[config.mk]
export PLATFORM = sky130hd
export DESIGN_NAME = dram_req_ctrl
export DESIGN_NICKNAME = d
export VERILOG_FILES = /design/src/rtl/dram_req_ctrl.sv
export SDC_FILE = /design/constraint.sdc
export NUM_CORES = 1
export LEC_CHECK = 0
export BUFFER_PORTS_ARGS = -buffer_cell sky130_fd_sc_hd__buf_2
export CELL_PAD_IN_SITES_DETAIL_PLACEMENT = 1
export CELL_PAD_IN_SITES_GLOBAL_PLACEMENT = 1
export CORE_MARGIN = 1.5
export CORE_UTILIZATION = 37
export DETAILED_ROUTE_END_ITERATION = 10
export PLACE_DENSITY_LB_ADDON = 0.1
export SLEW_MARGIN = 30
export SYNTH_ARGS = -nofsm -noshare
export SYNTH_HDL_FRONTEND = slang
export SYNTH_SLANG_ARGS = --single-unit
[constraint.sdc]
create_clock -name clk -period 2 [get_ports clk]
set_input_delay 0.1 -clock clk [delete_from_list [all_inputs] [get_ports clk]]
set_output_delay 0.1 -clock clk [all_outputs]
set_load 0.01 [all_outputs]
[src/rtl/dram_req_ctrl.sv]
// Request-side controller for the single-port DRAM block model: turns a valid/ready
// request stream into single-cycle memory strobes and interleaves periodic refresh sweeps.
module dram_req_ctrl #(
    parameter int unsigned ADDR_W         = 4,
    parameter int unsigned DATA_W         = 8,
    parameter int unsigned REFRESH_PERIOD = 64
) (
    input  logic              clk,
    input  logic              reset,
    input  logic              req_valid,
    output logic              req_ready,
    input  logic              req_we,
    input  logic [ADDR_W-1:0] req_addr,
    input  logic [DATA_W-1:0] req_wdata,
    output logic              rsp_valid,
    input  logic              rsp_ready,
    output logic [DATA_W-1:0] rsp_rdata,
    output logic              mem_write_enb,
    output logic              mem_read_enb,
    output logic [ADDR_W-1:0] mem_address,
    output logic [DATA_W-1:0] mem_data_in,
    input  logic [DATA_W-1:0] mem_data_out,
    output logic              refresh_active
);

    localparam int unsigned CNT_W = $clog2(REFRESH_PERIOD);
    localparam logic [CNT_W-1:0] CNT_LAST = CNT_W'(REFRESH_PERIOD - 1);

    typedef enum logic [2:0] {
        IDLE, WR, RD, RD_CAP, RSP, REF_RD, REF_CAP, REF_WR
    } state_e;

    state_e             state_q, state_d;
    logic [ADDR_W-1:0]  addr_q, addr_d;
    logic [DATA_W-1:0]  wdata_q, wdata_d;
    logic [DATA_W-1:0]  rdata_q, rdata_d;
    logic [ADDR_W-1:0]  ref_ptr_q, ref_ptr_d;
    logic [CNT_W-1:0]   ref_cnt_q, ref_cnt_d;
    logic               ref_pending_q, ref_pending_d;

    logic               req_ready_q, req_ready_d;
    logic               rsp_valid_q, rsp_valid_d;
    logic [DATA_W-1:0]  rsp_rdata_q, rsp_rdata_d;
    logic               mem_write_enb_q, mem_write_enb_d;
    logic               mem_read_enb_q, mem_read_enb_d;
    logic [ADDR_W-1:0]  mem_address_q, mem_address_d;
    logic [DATA_W-1:0]  mem_data_in_q, mem_data_in_d;
    logic               refresh_active_q, refresh_active_d;

    // Next state plus outputs precomputed from the next state so every output is a flop.
    always_comb begin
        state_d       = state_q;
        addr_d        = addr_q;
        wdata_d       = wdata_q;
        rdata_d       = rdata_q;
        ref_ptr_d     = ref_ptr_q;
        ref_pending_d = ref_pending_q;
        ref_cnt_d     = (ref_cnt_q == CNT_LAST) ? '0 : ref_cnt_q + CNT_W'(1);

        unique case (state_q)
            IDLE: begin
                if (ref_pending_q) begin
                    state_d       = REF_RD;
                    ref_pending_d = 1'b0;
                end else if (req_valid && req_ready_q) begin
                    addr_d  = req_addr;
                    wdata_d = req_wdata;
                    state_d = req_we ? WR : RD;
                end
            end
            WR:      state_d = IDLE;
            RD:      state_d = RD_CAP;
            RD_CAP: begin
                rdata_d = mem_data_out;
                state_d = RSP;
            end
            RSP:     if (rsp_ready) state_d = IDLE;
            REF_RD:  state_d = REF_CAP;
            REF_CAP: begin
                rdata_d = mem_data_out;
                state_d = REF_WR;
            end
            REF_WR: begin
                ref_ptr_d = ref_ptr_q + ADDR_W'(1);
                state_d   = IDLE;
            end
            default: state_d = IDLE;
        endcase

        // A new refresh request wins over the clear taken in IDLE.
        if (ref_cnt_q == CNT_LAST) ref_pending_d = 1'b1;

        req_ready_d      = (state_d == IDLE) && !ref_pending_d;
        rsp_valid_d      = (state_d == RSP);
        rsp_rdata_d      = (state_d == RSP) ? rdata_d : rsp_rdata_q;
        mem_write_enb_d  = (state_d == WR) || (state_d == REF_WR);
        mem_read_enb_d   = (state_d == RD) || (state_d == REF_RD);
        refresh_active_d = (state_d == REF_RD) || (state_d == REF_CAP) || (state_d == REF_WR);

        mem_address_d = mem_address_q;
        mem_data_in_d = mem_data_in_q;
        if ((state_d == WR) || (state_d == RD)) mem_address_d = addr_d;
        if ((state_d == REF_RD) || (state_d == REF_WR)) mem_address_d = ref_ptr_d;
        if (state_d == WR) mem_data_in_d = wdata_d;
        if (state_d == REF_WR) mem_data_in_d = rdata_d;
    end

    always_ff @(posedge clk or posedge reset) begin
        if (reset) begin
            state_q          <= IDLE;
            addr_q           <= '0;
            wdata_q          <= '0;
            rdata_q          <= '0;
            ref_ptr_q        <= '0;
            ref_cnt_q        <= '0;
            ref_pending_q    <= 1'b0;
            req_ready_q      <= 1'b0;
            rsp_valid_q      <= 1'b0;
            rsp_rdata_q      <= '0;
            mem_write_enb_q  <= 1'b0;
            mem_read_enb_q   <= 1'b0;
            mem_address_q    <= '0;
            mem_data_in_q    <= '0;
            refresh_active_q <= 1'b0;
        end else begin
            state_q          <= state_d;
            addr_q           <= addr_d;
            wdata_q          <= wdata_d;
            rdata_q          <= rdata_d;
            ref_ptr_q        <= ref_ptr_d;
            ref_cnt_q        <= ref_cnt_d;
            ref_pending_q    <= ref_pending_d;
            req_ready_q      <= req_ready_d;
            rsp_valid_q      <= rsp_valid_d;
            rsp_rdata_q      <= rsp_rdata_d;
            mem_write_enb_q  <= mem_write_enb_d;
            mem_read_enb_q   <= mem_read_enb_d;
            mem_address_q    <= mem_address_d;
            mem_data_in_q    <= mem_data_in_d;
            refresh_active_q <= refresh_active_d;
        end
    end

    assign req_ready      = req_ready_q;
    assign rsp_valid      = rsp_valid_q;
    assign rsp_rdata      = rsp_rdata_q;
    assign mem_write_enb  = mem_write_enb_q;
    assign mem_read_enb   = mem_read_enb_q;
    assign mem_address    = mem_address_q;
    assign mem_data_in    = mem_data_in_q;
    assign refresh_active = refresh_active_q;

endmodule

==> flow_metrics.py, run 1 <==
metrics = {
    "grt": {
        "grtUsageMet2": 0.3060,
        "grt_pass1_wl_mm": 8.431,
        "grt_usage": 0.1763,
        "antenna_found_initial": 0,
        "grt_util_met1": 0.2099,
        "gr-usage-met3": 0.03678,
        "grt_pass1_vias": 1752,
        "grt_start_max_net_pins": 48,
        "top_usage_layer": "met2",
        "overflow": 0,
    },
    "worst_setup_path": {
        "reg2reg_from": "state_q[2]",
        "end_kind": "flip-flop",
        "cp.arrival_ns": 2.10,
        "worstPathRequired_ns": 2.18,
        "crit_type": "flip-flop to flip-flop",
        "startpoint": "state_q[2]",
        "startpoint_type": "flip-flop",
        "critPathMaxFanout": 13,
    },
    "synthesis": {
        "synth_fa_ha_area_frac": 0.01172,
        "ys_warn_count": 0,
        "synth_top_family_by_area": "simple AND/OR/NAND/NOR gates",
        "syn-num-nets": 208,
        "synth-simple-area-share": 0.1623,
        "synth-compound-area-share": 0.09900,
        "synth_xor_area_frac": 0.02871,
        "syn-cell-area_um2": 2136,
        "synth_top_cell_by_area": "dfrtp_1",
        "muxShareOfSynthArea": 0.1078,
        "synth_seq_cells": 47,
        "syn-mean-instance-area_um2": 11.80,
        "synth_cell_types": 37,
        "synthesis.instances": 181,
        "seq_area_frac_synth": 0.5507,
        "synth_top_area_frac": 0.5507,
        "yosys-top-cells-area": "dfrtp_1 (55%), mux2_2 (8.4%), nand3_1 (4.2%)",
    },
    "pwr": {
        "ir_drop_v": 0.0006594,
        "p_int_w": 0.002742,
        "combPwrFrac": 0.485,
        "p_per_area_nw_per_um2": 1644,
        "switching_share": 0.3801,
        "p_leak_nw": 1.310,
        "p_switching_w": 0.001681,
        "clockPowerShare": 0.159,
        "seqPwrFrac": 0.356,
        "total_power_w": 0.004423,
    },
    "finish": {
        "final_cells": 321,
        "n_fill_cell": 632,
        "diodes": 0,
        "multi_input_area_um2": 895.9,
        "layout-drive-gt1-share": 0.4177,
        "regArea_um2": 1179,
        "areaGrowthSynthToFinish_pct": 25.95,
        "nets": 275,
    },
    "timing": {
        "slew_headroom": 0.6092,
        "hold_viol_final": 0,
        "fin_ws_ns": 0.07809,
        "layout_min_cycle_time_ns": 1.922,
        "setup-tns-final_ns": 0,
        "skew_ns": 0.007561,
        "tightest_slew_ns": 0.5862,
        "setup_viol": 0,
        "timing.fmax_ghz": 0.5203,
        "finalMaxSlewViolations": 0,
        "period_share": 0.9610,
    },
    "die": {
        "rows": 27,
        "core_area_um2": 5540,
        "die_area_um2": 6237,
        "pin_count": 50,
        "die_x_um": 78.98,
        "die_h_um": 78.98,
        "start_util": 0.3855,
    },
    "route": {
        "postRouteAntennaNets": 0,
        "drtIter0Drc": 48,
        "vias": 1608,
        "dr.pass1.iters": 4,
        "via_per_inst": 5.009,
        "drcViolationCount": 0,
        "drt-wirelength-per-cell_um": 15.66,
        "drt_wl_total_mm": 5.028,
    },
    "clock_network": {
        "htreeDepth": 2,
        "cts_max_path_buffers": 2,
        "clock_latency_ns": 0.30,
        "cts.sinks": 47,
        "cts_buffers": 5,
        "clk_pin_slew_ns": 0.09,
        "root_buffer": "clkbuf_8",
        "cts_tree": "yes",
    },
    "outcome": {
        "status": "finished clean",
    },
    "min_path": {
        "hp-class": "input port to flip-flop",
        "hold_start": "req_wdata[5]",
    },
    "place": {
        "portBuffers": 49,
        "dp_hpwl_mm": 3.834,
        "gp_congestion": 0.8399,
        "post-place-ws_ns": -0.04551,
        "dp_cells": 310,
    },
    "flow_run": {
        "max_cap_viol_count": 0,
    },
}
## layer usage
layer  up-vias  part of all wire
met5         -                 0
met4         0             0.023
met3        11             0.035
met2        34              0.51
met1       793              0.43
li1        770                 -
## power by group through the flow
stage               logic, W  clock network (W)  registers [W]
global route         0.00236           0.000760        0.00162
floorplan            0.00130                  0        0.00166
CTS                  0.00208           0.000727        0.00159
detailed placement   0.00207                  0        0.00161
global placement     0.00200                  0        0.00158
finish               0.00215           0.000702        0.00157
## cell usage in the layout (no fill, tap or decap), drive strengths merged, types with 2 or more instances in the layout
| master | count |
|---|---|
| buf | 66 |
| dfrtp | 47 |
| nand3 | 18 |
| mux2 | 16 |
| nor2 | 16 |
| nand2 | 11 |
| a21oi | 8 |
| inv | 7 |
| o21ai | 7 |
| mux2i | 5 |
| clkbuf | 5 |
| xnor2 | 4 |
| a31oi | 4 |
| nor3b | 3 |
| nand2b | 3 |
| and3 | 3 |
| xor2 | 3 |
| nor3 | 2 |
| ha | 2 |
| a211oi | 2 |
| o31ai | 2 |
| nor4 | 2 |
| clkinv | 2 |
## metrics by stage
stage                       util  hold slack [ns]  instance area, um2
final                     0.4855          0.03926                2690
after global routing      0.4855          0.03476                2690
after CTS                 0.4781          0.02513                2649
after detailed placement  0.4557           0.2963                2525
after global placement    0.4557           0.2763                2525
after floorplan                -           0.2288                2136
## what timing repair did
| action | 4_1_cts | 5_1_grt |
|---|---|---|
| setup buffers | 0 | 2 |
| cloned | 0 | 0 |
| gates resized for setup | 1 | 5 |
| endpoints found under the hold margin | 47 | 0 |
| endpoints found under the setup margin | 6 | 12 |
| hold buffers | 1 | 0 |
## sequential cells by signal, indices dropped and copies added (netlist names)
register / count
state_q: 3
req_ready: 1
mem_write_enb: 1
mem_data_in: 8
refresh_active: 1
mem_read_enb: 1
mem_address: 4
ref_pending_q: 1
rdata_q: 8
ref_ptr_q: 4
rsp_rdata: 8
rsp_valid: 1
ref_cnt_q: 6
## area by class of cell
class,count,area share
timing repair buffer,67,0.1437
clock inverter,3,0.01628
multi-input combinational,120,0.3330
tap,72,0.03349
clock buffer,5,0.02558
inverter,7,0.009767
sequential,47,0.4381
## synth_stat cells
cell type and number:
ha_1 2, or4_1 1, nor2_1 15, inv_1 7, mux2i_1 5, o31ai_1 1
xnor2_1 4, nand4_1 1, and3_1 3, nor4_1 1, nand2_1 11, xor2_1 3
nand2b_1 3, and4b_1 1, a221oi_4 1, o31ai_4 1, nor3b_2 3, buf_6 4
nor3_1 2, o21ai_0 6, o21ai_1 1, buf_2 2, nor4_2 1, nand4bb_1 1
clkbuf_1 1, nand3_1 18, a31oi_1 4, nor2_2 1, nor2b_1 1, o311a_1 1
o311ai_4 1, dfrtp_1 47, a211oi_2 1, a21oi_1 8, a211oi_1 1, and2b_1 1
mux2_2 16
## logic make-up (layout without fill, tap and decap cells)
group / after synthesis / count (layout)
flip-flops: 47 / 47
XOR/XNOR: 7 / 7
buffers and inverters: 14 / 82
AND/OR/NAND/NOR: 64 / 64
AO/OA/AOI/OAI: 26 / 26
multiplexers: 21 / 21
adder cells (fa/ha/maj): 2 / 2
## worst max-delay path: stages (launching register included)
cell	delay [ns]
dfrtp_1	0.41
and4b_2	0.33
o31ai_4	0.08
or4_1	0.55
buf_6	0.18
mux2i_1	0.16
a21oi_1	0.08
## worst paths after layout
| path | end | slack (ns) | depth (start not counted) |
|---|---|---|---|
| max in group asynchronous | state_q[1] | 1.09 | 4 |
| worst max register to register | mem_data_in[2] | 0.08 | 6 |
| min in group asynchronous | ref_cnt_q[5] | 0.48 | 4 |
| worst max-delay path | mem_data_in[2] | 0.08 | 6 |
| worst min-delay path | mem_data_in[5] | 0.04 | 3 |
| worst min register to register | ref_ptr_q[3] | 0.48 | 1 |
Note: power is estimated with default switching activity, not from simulation.
==> run 2: changes to the inputs <==
Settings changed: CORE_UTILIZATION 37 to 39, CTS_BUF_LIST set to sky130_fd_sc_hd__clkbuf_2 sky130_fd_sc_hd__clkbuf_4 sky130_fd_sc_hd__clkbuf_8.
==> run 2 against run 1 <==
  * Routed wire length rose by 6.5%
  * Register-to-register slack got worse by 0.03 ns
  * Clock skew fell by 0.00091 ns
  * Critical path type unchanged
==> flow_metrics.py, run 2 (synthesis gave the netlist of run 1 again) <==
metrics = {
    "outcome": {
        "status": "finished clean",
    },
    "route": {
        "drtIter0Drc": 43,
        "postRouteAntennaNets": 0,
        "vias": 1679,
        "drt_wl_total_mm": 5.357,
        "drt-wirelength-per-cell_um": 16.53,
        "dr.pass1.iters": 4,
        "drcViolationCount": 0,
        "via_per_inst": 5.182,
    },
    "min_path": {
        "whs_endpoint": "mem_data_in[5]",
        "hold_depth": 3,
        "hold_start": "req_wdata[5]",
        "hp-class": "input port to flip-flop",
    },
    "pwr": {
        "p_per_area_nw_per_um2": 1644,
        "p_int_w": 0.002759,
        "combPwrFrac": 0.525,
        "ir_drop_v": 0.0006571,
        "seqPwrFrac": 0.346,
        "p_leak_nw": 1.340,
        "switching_share": 0.3952,
        "clockPowerShare": 0.129,
        "total_power_w": 0.004562,
        "p_switching_w": 0.001803,
    },
    "timing": {
        "period_share": 0.9736,
        "skew_ns": 0.006649,
        "setup_viol": 0,
        "timing.fmax_ghz": 0.5136,
        "hold_viol_final": 0,
        "layout_min_cycle_time_ns": 1.947,
        "fin_ws_ns": 0.05277,
        "finalMaxSlewViolations": 0,
        "slew_headroom": 0.6624,
        "hold_slack_ns": 0.02393,
        "tightest_slew_ns": 0.5032,
    },
    "place": {
        "portBuffers": 49,
        "post-place-ws_ns": -0.04145,
        "post_dp_cell_area_um2": 2527,
        "dp_hpwl_mm": 4.042,
        "gp_congestion": 0.7895,
        "dp_cells": 307,
    },
    "finish": {
        "layout-drive-gt1-share": 0.4370,
        "diodes": 0,
        "areaGrowthSynthToFinish_pct": 29.94,
        "nets": 280,
        "layout_common_cells": "buf_2 (50), dfrtp_1 (45), nand3_1 (18)",
        "final_area_um2": 2775,
        "final_common_cell": "buf_2",
        "final_cells": 324,
    },
    "worst_setup_path": {
        "crit_type": "flip-flop to flip-flop",
        "cp.arrival_ns": 2.16,
        "r2r-end": "mem_address[1]",
        "worstPathRequired_ns": 2.22,
        "r2r_cells": 7,
        "end_kind": "flip-flop",
        "rrSetupSlack_ns": 0.05,
        "startpoint": "state_q[1]",
        "reg2reg_from": "state_q[1]",
        "startpoint_type": "flip-flop",
        "critPathMaxFanout": 7,
    },
    "flow_run": {
        "max_cap_viol_count": 0,
    },
    "die": {
        "rows": 26,
        "start_util": 0.4103,
        "pin_count": 50,
        "core_area_um2": 5205,
        "die_h_um": 77,
        "die_area_um2": 5929,
        "die_x_um": 77,
    },
    "clock_network": {
        "clock_latency_ns": 0.30,
        "clk_pin_slew_ns": 0.09,
        "root_buffer": "clkbuf_8",
        "htreeDepth": 2,
        "cts_tree": "yes",
        "cts_max_path_buffers": 2,
        "cts_buffers": 5,
        "cts.sinks": 47,
    },
    "grt": {
        "grt_usage": 0.1878,
        "overflow": 0,
        "grt_start_max_net_pins": 21,
        "grt_pass1_wl_mm": 8.638,
        "antenna_found_initial": 0,
        "grt_pass1_vias": 1801,
    },
}
-- run 2: cell count changes in the layout (fill, tap and decap cells not counted), sizes merged --
cell and delta:
buf +5, bufinv -1, inv +1
-- run 2: power by group through the flow --
stage,Sequential (W),Clock (W),Combinational (W)
finish,0.00158,0.000587,0.00239
global route,0.00164,0.000652,0.00262
CTS,0.00159,0.000615,0.00215
detailed placement,0.00160,0,0.00212
global placement,0.00156,0,0.00204
floorplan,0.00166,0,0.00130
-- run 2: timing repair --
| action | in CTS | in global routing |
|---|---|---|
| endpoints found under the hold margin | 13 | 0 |
| pin swaps | 1 | 6 |
| cloned | 0 | 1 |
| setup endpoints to repair | 10 | 13 |
| buffers inserted | 0 | 7 |
| gates resized for setup | 5 | 14 |
| hold buffers | 1 | 0 |
-- run 2: final cells by class --
| type | count | area [um2] |
|---|---|---|
| fill | 583 | 2430 |
| clock buffer | 5 | 68.82 |
| sequential | 47 | 1179 |
| multi-input combinational | 120 | 942.2 |
| tap | 70 | 87.58 |
| clock inverter | 3 | 22.52 |
| inverter | 7 | 26.28 |
| timing repair buffer | 72 | 449.2 |
-- run 2: per-stage QoR --
stage | TNS, ns | util
2_1_floorplan | 0 | -
4_1_cts | 0 | 0.5082
5_1_grt | -0.02091 | 0.5332
3_5_place_dp | -0.1389 | 0.4856
6_report | 0 | 0.5332
3_3_place_gp | 0 | 0.4856
-- run 2: per-layer routing --
metal | GRT usage | vias up | part of all wire
met5 | 0 | - | 0
met4 | 0.06182 | 0 | 0.017
met1 | 0.2227 | 843 | 0.41
li1 | - | 779 | -
met2 | 0.3372 | 47 | 0.53
met3 | 0.03929 | 10 | 0.041
-- run 2: worst max-delay path: stages, from the launching register on --
cell and delay (ns):
dfrtp_2 0.49, buf_12 0.17, nand2b_1 0.18, a221oi_4 0.36
buf_6 0.18, o311a_4 0.20, o21ai_0 0.07, a31oi_1 0.20
-- run 2: worst max-delay path by stage --
stage                          end  slack [ns]  cells past startpoint
global route        mem_address[1]       -0.01                      7
CTS                 mem_data_in[7]       0.009                      6
detailed placement  mem_data_in[7]       -0.04                      6
global placement      mem_read_enb        0.08                      6
floorplan           mem_address[0]        0.07                      7
finish              mem_address[1]        0.05                      7
